===== src/rtl/game_tick_timer_pkg.sv =====
`default_nettype none
// ============================================================================
// Module      : game_tick_timer_pkg
// Description : Shared game definitions. Holds the speed codes used by the
//               speed-select stage and the tick timer, the tick-timer state
//               encoding, and a helper that folds the unused speed code onto
//               Normal.
// Revision    : 1.0 - initial release
// ============================================================================
package game_tick_timer_pkg;

  // Speed codes shared with the upstream selection stage
  localparam logic [1:0] SPEED_NORMAL = 2'b00;
  localparam logic [1:0] SPEED_INTER  = 2'b01;
  localparam logic [1:0] SPEED_ADV    = 2'b10;

  // Tick-timer FSM encoding
  typedef logic [1:0] state_t;
  localparam state_t ST_IDLE = 2'd0;
  localparam state_t ST_ARM  = 2'd1;
  localparam state_t ST_RUN  = 2'd2;

  // 2'b11 is not a selectable level; treat it as the slowest (safest) speed.
  function automatic logic [1:0] sanitize_speed(input logic [1:0] speed);
    return (speed == 2'b11) ? SPEED_NORMAL : speed;
  endfunction

endpackage : game_tick_timer_pkg
`default_nettype wire


===== src/rtl/game_tick_timer_ms_prescaler.sv =====
`default_nettype none
// ============================================================================
// Module      : ms_prescaler
// Description : Divides the system clock down to a one-millisecond strobe.
//               Counts 0..CYC_PER_MS-1 while enabled and wraps; holds its
//               value while disabled; clear forces it back to zero.
// Ports       : clk      - system clock
//               rst      - synchronous active-low reset
//               clear    - synchronous clear (priority over enable)
//               enable   - advance the count this cycle
//               ms_pulse - high on the cycle the terminal count is consumed
// Revision    : 1.0 - initial release
// ============================================================================
module ms_prescaler #(
  parameter int CYC_PER_MS = 50000
) (
  input  logic clk,
  input  logic rst,
  input  logic clear,
  input  logic enable,
  output logic ms_pulse
);

  localparam int CNT_W = (CYC_PER_MS > 1) ? $clog2(CYC_PER_MS) : 1;
  localparam logic [CNT_W-1:0] c_terminal = CNT_W'(CYC_PER_MS - 1);

  logic [CNT_W-1:0] r_cnt;

  always_ff @(posedge clk) begin
    if (!rst) begin
      r_cnt <= '0;
    end else if (clear) begin
      r_cnt <= '0;
    end else if (enable) begin
      if (r_cnt == c_terminal) begin
        r_cnt <= '0;
      end else begin
        r_cnt <= r_cnt + 1'b1;
      end
    end
  end

  // Strobe only on a cycle that actually advances past the terminal count,
  // so a pause sitting on the terminal value does not repeat the millisecond.
  assign ms_pulse = enable & ~clear & (r_cnt == c_terminal);

endmodule : ms_prescaler
`default_nettype wire


===== src/rtl/game_tick_timer.sv =====
`default_nettype none
// ============================================================================
// Module      : game_tick_timer
// Description : Latches the selected game speed when the selection becomes
//               final and produces a periodic one-cycle tick pacing the game
//               logic. Normal = NORMAL_MS, Intermediate = INTER_MS,
//               Advanced = ADV_MS milliseconds per tick.
// Ports       : clk          - system clock
//               rst          - synchronous active-low reset
//               game_speed   - speed code from the selection stage
//               control      - 1 = selection final, 0 = idle/clear
//               pause        - freezes timing while running
//               tick         - registered one-cycle pulse per period
//               running      - high while in RUN
//               active_speed - speed code latched at arm time
// Revision    : 1.0 - initial release
// ============================================================================
module game_tick_timer
  import game_tick_timer_pkg::*;
#(
  parameter int CYC_PER_MS = 50000,
  parameter int NORMAL_MS  = 1000,
  parameter int INTER_MS   = 500,
  parameter int ADV_MS     = 250,
  parameter int MS_W       = 10
) (
  input  logic       clk,
  input  logic       rst,
  input  logic [1:0] game_speed,
  input  logic       control,
  input  logic       pause,
  output logic       tick,
  output logic       running,
  output logic [1:0] active_speed
);

  // Terminal values of the millisecond counter for each level
  localparam logic [MS_W-1:0] c_normal_m1 = MS_W'(NORMAL_MS - 1);
  localparam logic [MS_W-1:0] c_inter_m1  = MS_W'(INTER_MS - 1);
  localparam logic [MS_W-1:0] c_adv_m1    = MS_W'(ADV_MS - 1);

  state_t          r_state;
  state_t          w_state_next;
  logic [MS_W-1:0] r_ms;
  logic [MS_W-1:0] w_period_m1;
  logic            w_count_en;
  logic            w_clear;
  logic            w_ms_pulse;
  logic            w_tick_next;

  // --------------------------------------------------------------------------
  // FSM: state register
  // --------------------------------------------------------------------------
  always_ff @(posedge clk) begin
    if (!rst) begin
      r_state <= ST_IDLE;
    end else begin
      r_state <= w_state_next;
    end
  end

  // --------------------------------------------------------------------------
  // FSM: next-state logic
  // --------------------------------------------------------------------------
  always_comb begin
    w_state_next = r_state;
    case (r_state)
      ST_IDLE: if (control) w_state_next = ST_ARM;
      // ARM lasts exactly one cycle regardless of control; a dropped control
      // is picked up from RUN on the following cycle.
      ST_ARM:  w_state_next = ST_RUN;
      ST_RUN:  if (!control) w_state_next = ST_IDLE;
      default: w_state_next = ST_IDLE;
    endcase
  end

  // --------------------------------------------------------------------------
  // FSM: outputs and counter controls
  // --------------------------------------------------------------------------
  always_comb begin
    running     = (r_state == ST_RUN);
    // Counting happens only in RUN with control still high; pause simply
    // withholds the enable so both counters keep their value.
    w_count_en  = running & control & ~pause;
    // Anything other than a continuing RUN returns the counters to zero.
    w_clear     = ~running | ~control;
    w_tick_next = w_count_en & w_ms_pulse & (r_ms == w_period_m1);
  end

  // --------------------------------------------------------------------------
  // Speed latch: captured only in ARM, so speed changes during RUN are ignored
  // --------------------------------------------------------------------------
  always_ff @(posedge clk) begin
    if (!rst) begin
      active_speed <= SPEED_NORMAL;
    end else if (r_state == ST_ARM) begin
      active_speed <= sanitize_speed(game_speed);
    end
  end

  // --------------------------------------------------------------------------
  // Period select
  // --------------------------------------------------------------------------
  always_comb begin
    case (active_speed)
      SPEED_INTER: w_period_m1 = c_inter_m1;
      SPEED_ADV:   w_period_m1 = c_adv_m1;
      default:     w_period_m1 = c_normal_m1;
    endcase
  end

  // --------------------------------------------------------------------------
  // Millisecond prescaler
  // --------------------------------------------------------------------------
  ms_prescaler #(
    .CYC_PER_MS (CYC_PER_MS)
  ) u_ms_prescaler (
    .clk      (clk),
    .rst      (rst),
    .clear    (w_clear),
    .enable   (w_count_en),
    .ms_pulse (w_ms_pulse)
  );

  // --------------------------------------------------------------------------
  // Millisecond counter: wraps to zero on the same edge that raises tick
  // --------------------------------------------------------------------------
  always_ff @(posedge clk) begin
    if (!rst) begin
      r_ms <= '0;
    end else if (w_clear) begin
      r_ms <= '0;
    end else if (w_count_en && w_ms_pulse) begin
      if (r_ms == w_period_m1) begin
        r_ms <= '0;
      end else begin
        r_ms <= r_ms + 1'b1;
      end
    end
  end

  // --------------------------------------------------------------------------
  // Tick register
  // --------------------------------------------------------------------------
  always_ff @(posedge clk) begin
    if (!rst) begin
      tick <= 1'b0;
    end else begin
      tick <= w_tick_next;
    end
  end

endmodule : game_tick_timer
`default_nettype wire


===== config.mk =====
export PLATFORM = sky130hd
export DESIGN_NAME = game_tick_timer
export DESIGN_NICKNAME = d
export VERILOG_FILES = /design/src/rtl/game_tick_timer_pkg.sv /design/src/rtl/game_tick_timer_ms_prescaler.sv /design/src/rtl/game_tick_timer.sv
export SDC_FILE = /design/constraint.sdc
export NUM_CORES = 1
export LEC_CHECK = 0
export BUFFER_PORTS_ARGS = -buffer_cell sky130_fd_sc_hd__buf_2
export CORE_MARGIN = 1
export CORE_UTILIZATION = 62
export CTS_BUF_LIST = sky130_fd_sc_hd__clkbuf_4
export CTS_CLUSTER_DIAMETER = 60
export DETAILED_ROUTE_END_ITERATION = 6
export GPL_ROUTABILITY_DRIVEN = 0
export PLACE_DENSITY = 0.92
export SLEW_MARGIN = 10
export SYNTH_ARGS = -nofsm -noshare
export SYNTH_HDL_FRONTEND = slang
export SYNTH_SLANG_ARGS = --single-unit

===== constraint.sdc =====
create_clock -name clk -period 3.5 [get_ports clk]
set_clock_uncertainty 0.1 [all_clocks]
set_input_delay 1.05 -clock clk [delete_from_list [all_inputs] [get_ports clk]]
set_output_delay 1.05 -clock clk [all_outputs]
set_load 0.005 [all_outputs]

==> results.tsv <==
metric	value	unit
multi_input_area	835.8	um^2
cp.required	3600	ps
cts-hold-fix-buffers	0	
setup_viol	0	
synth_top_cell_area_share	41.16	%
fin_crit_sh	78.65	%
row_count	17	
fin_hold_ws	375.2	ps
min_path_cells	1	
seq_area_frac_synth	41.16	%
drc_errors	0	
min_from	r_state[1]	
portBuffers	9	
critPathLaunchType	primary input	
r2r_start	u_ms_prescaler.r_cnt[4]	
crit_slowest_cell	or2_1	
rsz0062_at_grt	false	
ys_ff_latch	31	
crit_chain	buf_2 -> nor4bb_1 -> nand4_2 -> nor4_1 -> or2_1 -> nor2_1	
cts_tree	built	
grt_pass1_vias	1221	
slowest_delay	490	ps
fin_setup_tns	0	ps
placedCellCount	208	
cts.reportedPaths.clkPinSlew	100	ps
core_area	0.002255	mm^2
fmax	363.3	MHz
syn_avg_cell_area	8.566	um^2
syn-instance-count	176	
final-max-slew-violation-count	0	
end_kind	register	
grt-ovfl-total	0	
synthArstFlopShare	0	%
clk_path_buf_depth	2	
wl_per_cell	13.99	um
antenna_found_initial	0	
syn-cell-area	0.001508	mm^2
htreeDepth	2	
tightest_slew	513.1	ps
vias	1280	
die_area	0.002633	mm^2
relSlewSlack	65.80	%
n_fill_cell	175	
numCtsBuffers	5	
synth.distinct_cells	37	
crit_type	in -> reg	
leakage	0.4966	nW
instances_no_fill	216	
dp_hpwl	2.158	mm
finalHoldViolCount	0	
area_growth	7.884	%
worstHoldPathType	reg -> reg	
clock_sinks	31	
viasPerCell	5.926	
antenna_left	0	
grt_max_degree	16	
initial_core_util	66.87	%
cts_resized	0	
synth.area.top_cells	dfxtp_1 41%, nor2_1 6.2%, xnor2_1 5.2%	
cts-root-buf	clkbuf_4	
post_cts_buffers	0	
period_minus_slack	2753	ps
die_w	51.31	um
io_pins	10	
syn-num-nets	185	
r2r_end	r_ms[5]	
clkLatencyLatePin	340	ps
num-nets-final	196	
post-route-util	72.14	%
grt_use_total	27.39	%
yosys_warnings	0	
regArea	620.6	um^2
drive_gt1_share	11.17	%
synth_top_cell_by_area	dfxtp_1	
power_density	351.3	mW/mm^2
synthFlopType	dfxtp_1	
dr.pass1.iters	4	
status	finished clean	
peakVddDrop	0.3076	mV
rr_worst_depth	5	
synth_edf_count	0	
diodes	0	
drt-total-wl	3.021	mm
fp.dieH	51.31	um
maxCapViolations	0	
cp.arrival	2850	ps
cp_max_fo	15	
min_to	r_state[0]	
critPathLaunch	control	
drtIter0Drc	26	
r2r_setup_slack	1080	ps
grt_pass1_wl	5.133	mm
layer usage:
layer | up-vias | wire length [um] | GRT usage (%)
li1 | 642 | - | -
met3 | 7 | 131 | 11.31
met5 | - | 0 | 0
met2 | 31 | 1484 | 46.05
met4 | 0 | 68 | 14.86
met1 | 600 | 1337 | 28.91
cells in the mapped netlist (2+ instances only):
cell type and instances:
xor2_1 6, or3_1 6, nand4bb_1 2, o21ai_0 9, nand2_1 8, inv_1 4, a21oi_1 12, nor3_1 3
or4b_1 2, nor4_1 3, xnor2_1 9, or4bb_1 2, or2_1 2, and3_1 5, nor2_1 25, a31oi_1 3
nand3_1 8, nor3b_1 2, ha_1 3, buf_2 2, nand4_1 5, clkbuf_1 5, or3b_1 3, dfxtp_1 31
nor2b_1 4
cell usage in the layout (no fill, tap or decap), drive strengths merged, types with 7 or more instances in the layout:
master and instances:
xnor2 9, nand3 8, a21oi 12, nand2 8, nor2 25, o21ai 9, dfxtp 31, or3 7
buf 12
through the flow:
stage | setup WS [ps] | instance area [um^2] | power [mW]
detailed placement | 434.1 | 1574 | 0.3788
finish | 747.1 | 1627 | 0.5714
floorplan | 662.0 | 1508 | 0.3723
CTS | 770.7 | 1627 | 0.5776
global route | 639.2 | 1627 | 0.5953
global placement | 525.7 | 1574 | 0.3777
flip-flops by register name, summed over array words and instances (netlist names):
register              count
r_ms                     10
r_state                   2
tick                      1
active_speed              2
u_ms_prescaler.r_cnt     16
worst max-delay path, delay by kind of cell:
kind,cells,cell delay (ps)
buf+inv,1,110
simple gates,5,1700
worst max-delay path by stage:
stage / end / slack, ps / cells past startpoint
global placement: r_ms[5] / 530 / 6
CTS: u_ms_prescaler.r_cnt[0] / 770 / 6
floorplan: u_ms_prescaler.r_cnt[11] / 660 / 8
finish: u_ms_prescaler.r_cnt[0] / 750 / 6
detailed placement: u_ms_prescaler.r_cnt[8] / 430 / 6
global route: u_ms_prescaler.r_cnt[0] / 640 / 6
power by group:
part | switching [mW] | leakage (nW) | internal [mW]
Sequential | 0.00183 | 0.250 | 0.354
Combinational | 0.00756 | 0.216 | 0.00684
Clock | 0.119 | 0.0307 | 0.0819
Total | 0.128 | 0.497 | 0.443
cell families after synthesis:
kind of cell,synth area share [%]
XOR/XNOR,8.714
AND/OR/NAND/NOR,34.27
multiplexers,0.6639
AO/OA/AOI/OAI,9.295
adder cells (fa/ha/maj),2.490
flip-flops,41.16
buffers and inverters,3.403
final cells by class:
| type | count | share of cell area (%) |
|---|---|---|
| clock buffers | 6 | 2.769 |
| clock inverters | 2 | 0.4615 |
| inverters | 4 | 0.9231 |
| multi-input cells | 133 | 51.38 |
| flip-flops and latches | 31 | 38.15 |
| well taps | 28 | 2.154 |
| repair buffers | 12 | 4.154 |
Note: power is estimated with default switching activity, not from simulation.
